**src/rtl/lcd_bus_reader.sv**
```systemverilog
// HD44780-style LCD read engine: status/data single reads and a busy-flag poll loop.
// Generates E/RS/RW timing from one down-counter. It never drives the data bus.
module lcd_bus_reader #(
  parameter int SETUP_CYCLES   = 3,
  parameter int EN_HIGH_CYCLES = 25,
  parameter int HOLD_CYCLES    = 2,
  parameter int GAP_CYCLES     = 25,
  parameter int MAX_POLLS      = 255
) (
  input  logic       clock,
  input  logic       reset,
  input  logic       req,
  input  logic [1:0] cmd,
  output logic       busy,
  output logic       rd_valid,
  output logic [7:0] rd_data,
  output logic       rd_timeout,
  input  logic [7:0] lcd_data_in,
  output logic       lcd_rs,
  output logic       lcd_rw,
  output logic       lcd_en
);

  typedef enum logic [2:0] {IDLE, SETUP, EN_HIGH, HOLD, GAP, DONE} state_t;

  localparam int MAX_A   = (SETUP_CYCLES > EN_HIGH_CYCLES) ? SETUP_CYCLES : EN_HIGH_CYCLES;
  localparam int MAX_B   = (HOLD_CYCLES > GAP_CYCLES) ? HOLD_CYCLES : GAP_CYCLES;
  localparam int CNT_MAX = (MAX_A > MAX_B) ? MAX_A : MAX_B;
  localparam int CW      = (CNT_MAX > 1) ? $clog2(CNT_MAX + 1) : 1;

  localparam logic [CW-1:0] LD_SETUP = CW'(SETUP_CYCLES - 1);
  localparam logic [CW-1:0] LD_EN    = CW'(EN_HIGH_CYCLES - 1);
  localparam logic [CW-1:0] LD_HOLD  = CW'(HOLD_CYCLES - 1);
  localparam logic [CW-1:0] LD_GAP   = CW'(GAP_CYCLES - 1);
  localparam logic [7:0]    POLL_LIM = 8'(MAX_POLLS);
  localparam logic [1:0]    CMD_STATUS = 2'b00;
  localparam logic [1:0]    CMD_DATA   = 2'b01;
  localparam logic [1:0]    CMD_WAIT   = 2'b10;

  state_t        state_q, state_d;
  logic [CW-1:0] cnt_q, cnt_d;
  logic [1:0]    cmd_q, cmd_d;
  logic [7:0]    poll_q, poll_d;
  logic [7:0]    sample_q, sample_d;
  logic [7:0]    rd_data_q, rd_data_d;
  logic          timeout_q, timeout_d;
  logic          en_q, rw_q, rs_q, busy_q, valid_q;
  logic          en_d, rw_d, rs_d, busy_d, valid_d;
  logic [7:0]    poll_inc;

  assign poll_inc = poll_q + 8'd1;

  always_comb begin
    state_d   = state_q;
    cnt_d     = (cnt_q != '0) ? cnt_q - CW'(1) : cnt_q;
    cmd_d     = cmd_q;
    poll_d    = poll_q;
    sample_d  = sample_q;
    rd_data_d = rd_data_q;
    timeout_d = timeout_q;

    case (state_q)
      IDLE, DONE: begin
        state_d = IDLE;
        if (req) begin
          state_d = SETUP;
          cnt_d   = LD_SETUP;
          // cmd 11 is folded into a status read here so RS decoding stays simple
          cmd_d   = (cmd == 2'b11) ? CMD_STATUS : cmd;
          poll_d  = 8'd0;
        end
      end
      SETUP: if (cnt_q == '0) begin
        state_d = EN_HIGH;
        cnt_d   = LD_EN;
      end
      EN_HIGH: if (cnt_q == '0) begin
        sample_d = lcd_data_in;
        state_d  = HOLD;
        cnt_d    = LD_HOLD;
      end
      HOLD: if (cnt_q == '0) begin
        if (cmd_q != CMD_WAIT || !sample_q[7]) begin
          state_d   = DONE;
          rd_data_d = sample_q;
          timeout_d = 1'b0;
        end else begin
          poll_d = poll_inc;
          if (poll_inc == POLL_LIM) begin
            state_d   = DONE;
            rd_data_d = sample_q;
            timeout_d = 1'b1;
          end else begin
            state_d = GAP;
            cnt_d   = LD_GAP;
          end
        end
      end
      GAP: if (cnt_q == '0) begin
        state_d = SETUP;
        cnt_d   = LD_SETUP;
      end
      default: state_d = IDLE;
    endcase

    // Pad-facing strobes are registered from the next state to keep E glitch-free.
    en_d    = (state_d == EN_HIGH);
    rw_d    = (state_d != IDLE);
    busy_d  = (state_d != IDLE);
    valid_d = (state_d == DONE);
    rs_d    = (state_d != IDLE) && (state_d != GAP) && (cmd_d == CMD_DATA);
  end

  always_ff @(posedge clock) begin
    if (reset) begin
      state_q   <= IDLE;
      cnt_q     <= '0;
      cmd_q     <= 2'b00;
      poll_q    <= 8'd0;
      sample_q  <= 8'd0;
      rd_data_q <= 8'd0;
      timeout_q <= 1'b0;
      en_q      <= 1'b0;
      rw_q      <= 1'b0;
      rs_q      <= 1'b0;
      busy_q    <= 1'b0;
      valid_q   <= 1'b0;
    end else begin
      state_q   <= state_d;
      cnt_q     <= cnt_d;
      cmd_q     <= cmd_d;
      poll_q    <= poll_d;
      sample_q  <= sample_d;
      rd_data_q <= rd_data_d;
      timeout_q <= timeout_d;
      en_q      <= en_d;
      rw_q      <= rw_d;
      rs_q      <= rs_d;
      busy_q    <= busy_d;
      valid_q   <= valid_d;
    end
  end

  assign busy       = busy_q;
  assign rd_valid   = valid_q;
  assign rd_data    = rd_data_q;
  assign rd_timeout = timeout_q;
  assign lcd_en     = en_q;
  assign lcd_rw     = rw_q;
  assign lcd_rs     = rs_q;

endmodule

```
**config.mk**
```make
export PLATFORM = sky130hd
export DESIGN_NAME = lcd_bus_reader
export DESIGN_NICKNAME = d
export VERILOG_FILES = /design/src/rtl/lcd_bus_reader.sv
export SDC_FILE = /design/constraint.sdc
export NUM_CORES = 1
export LEC_CHECK = 0
export CAP_MARGIN = 40
export CORE_MARGIN = 3
export CORE_UTILIZATION = 43
export CTS_CLUSTER_SIZE = 24
export DETAILED_ROUTE_END_ITERATION = 8
export PLACE_DENSITY = 0.68
export SKIP_CTS_REPAIR_TIMING = 1
export SYNTH_ARGS = -nofsm -noshare
export SYNTH_HDL_FRONTEND = slang
export SYNTH_SLANG_ARGS = --single-unit
```
**constraint.sdc**
```tcl
create_clock -name clock -period 2.2 [get_ports clock]
set_input_delay 0.22 -clock clock [delete_from_list [all_inputs] [get_ports clock]]
set_output_delay 0.22 -clock clock [all_outputs]
set_load 0.01 [all_outputs]
```
==> impl_metrics.ini <==
[worst_setup_path]
cp-end-kind = flop
start_kind = flop
reg2reg_depth = 8
critical_path_class = reg -> reg
slowest_stage = dfxtp_1
r2r_start = cnt_q[0]$_SDFF_PP0_
critical_path.max_stage_delay_ns = 0.34
arrival_ns = 2.17
reg2reg_slack_ns = 0.26
r2r-end = lcd_en$_SDFF_PP0_
cp-endpoint = lcd_en$_SDFF_PP0_
crit_buf_inv = 2
crit_fanout = 12
path_depth = 8
critPathTopFamily = compound AO/OA/AOI/OAI gates
crit_start = cnt_q[0]$_SDFF_PP0_
crit_required_ns = 2.42
cp_cell_sequence = inv_1 -> ha_1 -> nor4b_4 -> inv_2 -> a22oi_1 -> o22ai_1 -> a221oi_2 -> nor3b_2

[logic_synthesis]
yosysMostFrequentCell = dfxtp_1
avgSynthCellArea_um2 = 8.63
postSynthCellCount = 232
synth_commonest_cells = 39 x dfxtp_1, 25 x nor2_1, 20 x a21oi_1
async_reset_ff_frac = 0
synth-main-ff-cell = dfxtp_1
synth_area_um2 = 2000
synth-warning-count = 0
ys_seq_elements = 39
synth_top_area_share = 0.390
synth_nets = 250
synth_edf_count = 0
synth.area.top_cells = dfxtp_1 39%, a21oi_1 5.0%, nor2_1 4.7%
ys_seq_area_frac = 0.390
synthDistinctLibCells = 49
yosys.area.top_type = dfxtp_1

[final_layout]
drive_above_1_share = 0.149
post-route-util = 0.556
n_fill_cell = 405
finalNonFillerCells = 314
insertedDiodeCount = 0
nNetsFinal = 279
final_area_um2 = 2450
area_growth_pct = 22.6

[job]
drv_cap = 0

[placed_design]
place_ws_ns = 0.268
hpwl_mm = 2.96
placed_area_um2 = 2360
dp.cells = 306
gp_congestion = 0.835
port_buffers = 26

[timing]
rsz0062_at_grt = no
slew_violations = 0
tightest_slew_ns = 0.580
tns_ns = 0
max_slew_margin = 0.612
hold_viol_final = 0
setup_ws_ns = 0.255
setup_violations = 0
finalCritPeriodShare = 0.884
hold_slack_ns = 0.471
clock_skew_ns = 0.00432
period_needed_ns = 1.94
clock.fmax_mhz = 514

[floorplan]
die_y_um = 74.2
die-area_um2 = 5510
initial_core_util = 0.454
rows = 24
die_w_um = 74.2
coreArea_um2 = 4410
pin_count = 27

[power_and_ir_drop]
p_leak_nw = 0.936
power_density_nw_per_um2 = 953
power_mw = 2.34
ir_drop_mv = 0.584

[outcome]
status = complete, no violations

[clock_network]
cts_root_buf = clkbuf_8
clk_latency_ns = 0.29
clock-sinks = 39
cts.path.max_buffers = 2
tritoncts = built
cts.reportedPaths.clkPinSlew_ns = 0.08
cts_buffers = 5
h-tree-depth = 2

[global_routing]
grt.overflow.total = 0
grt_usage = 0.157
grt_pass1_vias = 1509
grt_max_degree = 21
grt_pass1_wl_mm = 6.77
antenna_found_initial = 0

[route]
wl_per_cell_um = 13.1
wirelength_mm = 4.11
drt_iter0_drc = 136
ant_nets = 0
drt_pass1_iterations = 4
vias = 1696
viasPerCell = 5.40
remaining_drc_errors = 0

[worst_hold_path]
hp-class = reg -> reg
-- worst min-delay path: stages, from the launching register on --
cell,delay [ns]
dfxtp_1,0.31
nand3_1,0.06
a21oi_1,0.05
-- cells by family (layout without fill, tap and decap cells) --
kind of cell	Yosys count	in the layout	synth area share
AND/OR/NAND/NOR	86	86	0.232
multiplexers	10	10	0.0506
AO/OA/AOI/OAI	62	62	0.213
adder cells (fa/ha/maj)	5	5	0.0313
flip-flops	39	39	0.390
XOR/XNOR	6	6	0.0263
buffers and inverters	24	54	0.0575
-- layer usage --
layer  track usage  wire length, µm  share of wire  up-vias
li1              -                -              -      879
met1         0.219             2050           0.50      761
met2         0.237             1810           0.44       51
met3        0.0392              200          0.049        5
met4        0.0514               44          0.011        0
met5             0                0              0        -
-- cell type report --
class | instances | area [µm²] | area share
Multi-Input combinational cell | 169 | 1110 | 0.454
Sequential cell | 39 | 781 | 0.318
Timing Repair Buffer | 39 | 370 | 0.151
Clock buffer | 6 | 82.6 | 0.0336
Tap cell | 52 | 65.1 | 0.0265
Inverter | 7 | 26.3 | 0.0107
Clock inverter | 2 | 16.3 | 0.00663
-- sequential cells by signal, indices dropped and copies added, names as in the netlist, 2 cells and up --
name / count
state_q: 3
cnt_q: 5
sample_q: 8
cmd_q: 2
rd_data: 8
poll_q: 8
-- how the worst min path moves through the flow --
stage                                         from                      end  depth (start not counted)  slack, ns
final                     sample_q[3]$_SDFFE_PP0P_  rd_data[3]$_SDFFE_PP0P_                          2       0.47
after floorplan                              reset    state_q[2]$_SDFF_PP0_                          1       0.30
after global placement    sample_q[1]$_SDFFE_PP0P_  rd_data[1]$_SDFFE_PP0P_                          2       0.46
after CTS                 sample_q[3]$_SDFFE_PP0P_  rd_data[3]$_SDFFE_PP0P_                          2       0.47
after detailed placement  sample_q[5]$_SDFFE_PP0P_  rd_data[5]$_SDFFE_PP0P_                          2       0.46
after global routing      sample_q[0]$_SDFFE_PP0P_  rd_data[0]$_SDFFE_PP0P_                          2       0.49
-- placed cells by master (no fill, tap or decap), drive strengths merged, types with 5 or more instances in the layout --
cell / instances
a21bo: 8
a21oi: 20
mux2i: 9
nand3: 15
nand2: 15
nor2: 27
clkbuf: 6
clkdlybuf4s50: 26
buf: 13
inv: 7
dfxtp: 39
nand3b: 7
a211oi: 5
nor3: 7
ha: 5
o21ai: 9
-- report_power, final --
part | internal, mW | switching, mW
clock | 0.256 | 0.257
combinational | 0.424 | 0.517
sequential | 0.785 | 0.100
total | 1.46 | 0.874
No activity file was read; power rests on OpenSTA's default activity.
